## config.mk

```make
export PLATFORM = sky130hd
export DESIGN_NAME = flit_injector
export DESIGN_NICKNAME = d
export VERILOG_FILES = /design/src/rtl/flit_injector.sv
export SDC_FILE = /design/constraint.sdc
export NUM_CORES = 1
export LEC_CHECK = 0
export ABC_AREA = 1
export CAP_MARGIN = 40
export CELL_PAD_IN_SITES_DETAIL_PLACEMENT = 1
export CELL_PAD_IN_SITES_GLOBAL_PLACEMENT = 1
export CORE_MARGIN = 4
export CORE_UTILIZATION = 28
export CTS_BUF_LIST = sky130_fd_sc_hd__clkbuf_4
export DETAILED_ROUTE_END_ITERATION = 6
export HOLD_SLACK_MARGIN = 0.03
export PLACE_DENSITY_LB_ADDON = 0.05
export SYNTH_ARGS = -nofsm -noshare
export SYNTH_HDL_FRONTEND = slang
export SYNTH_SLANG_ARGS = --single-unit
```

## constraint.sdc

```tcl
create_clock -name clk -period 2 [get_ports clk]
set_input_delay 0.2 -clock clk [delete_from_list [all_inputs] [get_ports clk]]
set_output_delay 0.2 -clock clk [all_outputs]
set_load 0.02 [all_outputs]
```

## src/rtl/flit_injector.sv

```systemverilog
// Turns a packet request plus a stream of body words into head/body/tail flits for a downstream queue.
// Head is written the cycle after acceptance, body words pass straight through, and full_i stalls every write.
module flit_injector #(
   parameter int DEST_W    = 4,
   parameter int LEN_W     = 4,
   parameter int PAYLOAD_W = 32,
   localparam int FLIT_W   = PAYLOAD_W + 2
) (
   input  logic                 clk,
   input  logic                 rst,
   input  logic                 pkt_valid_i,
   output logic                 pkt_ready_o,
   input  logic [DEST_W-1:0]    pkt_dest_i,
   input  logic [LEN_W-1:0]     pkt_len_i,
   input  logic                 word_valid_i,
   output logic                 word_ready_o,
   input  logic [PAYLOAD_W-1:0] word_data_i,
   input  logic                 full_i,
   output logic                 write_en_o,
   output logic [FLIT_W-1:0]    write_data_o,
   output logic                 busy_o,
   output logic [15:0]          pkt_count_o
);

   typedef enum logic [1:0] {IDLE, HEAD, BODY} state_t;

   localparam logic [1:0] TYPE_BODY      = 2'b00;
   localparam logic [1:0] TYPE_HEAD      = 2'b01;
   localparam logic [1:0] TYPE_TAIL      = 2'b10;
   localparam logic [1:0] TYPE_HEAD_TAIL = 2'b11;

   state_t               state_q, state_d;
   logic [DEST_W-1:0]    dest_q, dest_d;
   logic [LEN_W-1:0]     len_q, len_d;
   logic [LEN_W-1:0]     rem_q, rem_d;
   logic [15:0]          pkt_count_q;
   logic                 pkt_done;
   logic [PAYLOAD_W-1:0] head_payload;

   // Head payload carries the route and length; upper bits stay zero.
   always_comb begin
      head_payload = '0;
      head_payload[LEN_W+DEST_W-1:0] = {len_q, dest_q};
   end

   always_comb begin
      state_d      = state_q;
      dest_d       = dest_q;
      len_d        = len_q;
      rem_d        = rem_q;
      pkt_done     = 1'b0;
      pkt_ready_o  = (state_q == IDLE) && !rst;
      word_ready_o = 1'b0;
      write_en_o   = 1'b0;
      write_data_o = '0;
      case (state_q)
         IDLE: begin
            if (pkt_valid_i && !rst) begin
               dest_d  = pkt_dest_i;
               len_d   = pkt_len_i;
               rem_d   = pkt_len_i;
               state_d = HEAD;
            end
         end
         HEAD: begin
            if (!full_i) begin
               write_en_o = 1'b1;
               if (len_q == '0) begin
                  write_data_o = {TYPE_HEAD_TAIL, head_payload};
                  pkt_done     = 1'b1;
                  state_d      = IDLE;
               end else begin
                  write_data_o = {TYPE_HEAD, head_payload};
                  state_d      = BODY;
               end
            end
         end
         BODY: begin
            word_ready_o = !full_i;
            if (word_valid_i && !full_i) begin
               write_en_o = 1'b1;
               rem_d      = rem_q - LEN_W'(1);
               if (rem_q == LEN_W'(1)) begin
                  write_data_o = {TYPE_TAIL, word_data_i};
                  pkt_done     = 1'b1;
                  state_d      = IDLE;
               end else begin
                  write_data_o = {TYPE_BODY, word_data_i};
               end
            end
         end
         default: state_d = IDLE;
      endcase
   end

   always_ff @(posedge clk or posedge rst) begin
      if (rst) begin
         state_q     <= IDLE;
         dest_q      <= '0;
         len_q       <= '0;
         rem_q       <= '0;
         pkt_count_q <= '0;
      end else begin
         state_q <= state_d;
         dest_q  <= dest_d;
         len_q   <= len_d;
         rem_q   <= rem_d;
         if (pkt_done) begin
            pkt_count_q <= pkt_count_q + 16'd1;
         end
      end
   end

   assign busy_o      = (state_q != IDLE);
   assign pkt_count_o = pkt_count_q;

endmodule

```

==> impl_metrics.ini, run 1 <==
[outcome]
outcome = completed

[critical_path]
r2r_slack_ps = 160
cp-start-kind = flip-flop
crit_arrival_ps = 1770
crit_required_ps = 1800
path_max_fanout = 5
critPathCaptureType = output pin
crit_type = flip-flop to output pin

[timing]
worstMarginPinSlew_ps = 416
period_share_pct = 98.7
min_period_ps = 1970
max-slew-margin-rel_pct = 72.3
finalHoldViolations = 0
setup-violations-final = 0
slew_violations = 0
skew_ps = 13.1
timing.fmax_mhz = 507
rsz0062_at_grt = yes

[synth]
ys_seq_elements = 30
synthMuxAreaShare_pct = 0.534
synth_area_um2 = 2110
synth_top_family_by_area = simple AND/OR/NAND/NOR gates
synthAdderAreaFrac_pct = 3.56
synth-xor-area-share_pct = 3.68
netlist-cell-type-count = 26
netlist_instances = 321
yosys.area_share.simple_pct = 34.8
ys_warn_count = 0
syn_avg_cell_area_um2 = 6.57
synth_compound_area_share_pct = 7.18
synth_nets = 372
seq_area_frac_synth_pct = 35.6

[placement]
dp_cells = 521
io_buffers = 98
gp_congestion = 0.780
hpwl_um = 6020

[floorplan]
dieArea_um2 = 8980
io_pins = 99
initial_utilization_pct = 28.9
fp.coreArea_um2 = 7290
fp.dieH_um = 94.8
rows = 31
die_x_um = 94.8

[global_route]
grt_usage_pct = 16.8
overflow = 0
antenna_found_initial = 0
grt_pass1_wl_um = 11900
grt_max_degree = 31
grt_pass1_vias = 2318

[clock_network]
cts_sinks = 30
clock_latency_ps = 330
clockBufferDepth = 2
cts-root-buf = clkbuf_4
cts_made_buffers = 5
tritoncts = built
h-tree-depth = 2
cts_hold_buffers = 0
clk_pin_slew_ps = 110

[drt]
drtIter0Drc = 39
drc = 0
viasPerCell = 4.42
wire_per_inst_um = 14.4
routed_wl_um = 7640
firstDrtPassIters = 4
vias = 2347
ant_nets = 0

[layout]
syn2layout_area_growth_pct = 62.8
layout-drive-gt1-share_pct = 23.8
seq_area_um2 = 751
multi_input_area_um2 = 1170
final_common_cell = nand2_1
fin_nets = 482
layout_common_cells = nand2_1, clkdlybuf4s50_1, inv_1
stdcell_count = 531
diodes = 0
n_fill_cell = 959

[power_and_ir_drop]
totalPowerFinal_mw = 2.84
powerDensity_nw_per_um2 = 826
ir_drop_v = 0.000647
cellLeakagePower_nw = 1.80

[run]
drv_cap = 0

[worst_hold_path]
hp-class = input port to asynchronous set/reset pin
## final timing paths
check,to,depth (start not counted),start
min in group clk,len_q[2]$_DFFE_PP0P_,3,pkt_len_i[2]
max in group asynchronous,dest_q[1]$_DFFE_PP0P_,3,rst
worst min register to register,dest_q[3]$_DFFE_PP0P_,1,dest_q[3]$_DFFE_PP0P_
worst max-delay path,write_data_o[7],8,state_q[1]$_DFFE_PP0P_
worst max register to register,pkt_count_o[15]$_DFFE_PP0P_,11,state_q[1]$_DFFE_PP0P_
worst min-delay path,pkt_count_o[3]$_DFFE_PP0P_,3,rst
## worst max-delay path: stages (launching register included)
cell     delay, ps
dfrtp_1        430
inv_2           80
ha_4           300
inv_2           50
nor2_4         120
buf_6          140
nand2_1         70
o21ai_0         90
buf_4          170
## report_power, final
part / total, mW / switching (mW) / internal [mW]
Clock: 0.365 / 0.220 / 0.146
Sequential: 0.911 / 0.131 / 0.780
Combinational: 1.56 / 0.877 / 0.683
Total: 2.84 / 1.23 / 1.61
## metrics by stage
stage	worst slack (ps)	hold WS, ps	cell area (µm²)	utilization, %	TNS, ps
6_report	26.9	331	3430	47.1	0
5_1_grt	-78.5	366	3430	47.1	-1040
4_1_cts	9.58	333	3170	43.5	0
3_5_place_dp	-125	499	3250	44.5	-2480
3_3_place_gp	-89.1	486	3250	44.5	-1540
2_1_floorplan	224	299	2110	-	0
## timing repair
item                                    in CTS  in global routing
cloned                                       0                  2
gates resized for setup                    154                 72
buffers inserted                             0                  0
endpoints found under the setup margin      37                 48
pin swaps                                    0                  2
## sequential cells by signal, indices dropped and copies added (netlist names)
| name | count |
|---|---|
| dest_q | 4 |
| pkt_count_o | 16 |
| len_q | 4 |
| state_q | 2 |
| rem_q | 4 |
## per-layer routing
metal,part of all wire (%),vias up,GRT usage [%]
li1,-,1177,-
met1,45,1105,21.6
met2,48,60,28.3
met3,6.3,5,4.54
met4,0.77,0,3.61
met5,0,-,0
## cell type report
class / count / area share, %
Clock buffer: 6 / 1.31
Clock inverter: 2 / 0.255
Multi-Input combinational cell: 217 / 34.1
Timing Repair Buffer: 111 / 31.7
Tap cell: 99 / 3.61
Inverter: 66 / 7.22
Sequential cell: 30 / 21.9
## cell usage after synthesis
cell / count / area, µm²
xor2_1: 7 / 61.3
buf_2: 4 / 20.0
o21ai_1: 4 / 20.0
nand3_1: 10 / 50.1
inv_2: 5 / 18.8
buf_6: 3 / 33.8
nor2_1: 45 / 169
or2_2: 1 / 6.26
nor3_2: 1 / 10.0
nand2_1: 100 / 375
nand4_1: 4 / 25.0
buf_4: 1 / 7.51
mux2_2: 1 / 11.3
nor2_4: 2 / 22.5
o22ai_1: 5 / 31.3
nand3b_1: 3 / 22.5
a21oi_1: 6 / 30.0
ha_1: 6 / 75.1
o21ai_0: 14 / 70.1
nand2_2: 3 / 18.8
nand2_4: 1 / 11.3
xor2_2: 1 / 16.3
nand3_2: 1 / 10.0
inv_1: 61 / 229
dfrtp_1: 30 / 751
nor2_2: 2 / 12.5
## cell families (layout without fill, tap and decap cells)
| family | count (synthesis) | after routing |
|---|---|---|
| xor gates and xnor gates | 8 | 8 |
| DFF | 30 | 30 |
| and+or+nand+nor | 173 | 173 |
| adders and majority gates | 6 | 6 |
| muxes | 1 | 1 |
| AOI/OAI and AO/OA | 29 | 29 |
| buffers and inverters | 74 | 185 |
(Power assumes the default switching activity.)
==> run 2, diff against run 1 <==
Settings changed: HOLD_SLACK_MARGIN 0.03 to 0.1.
==> results of run 2 <==
No change in the layout: final DEF, timing and power equal those of run 1.
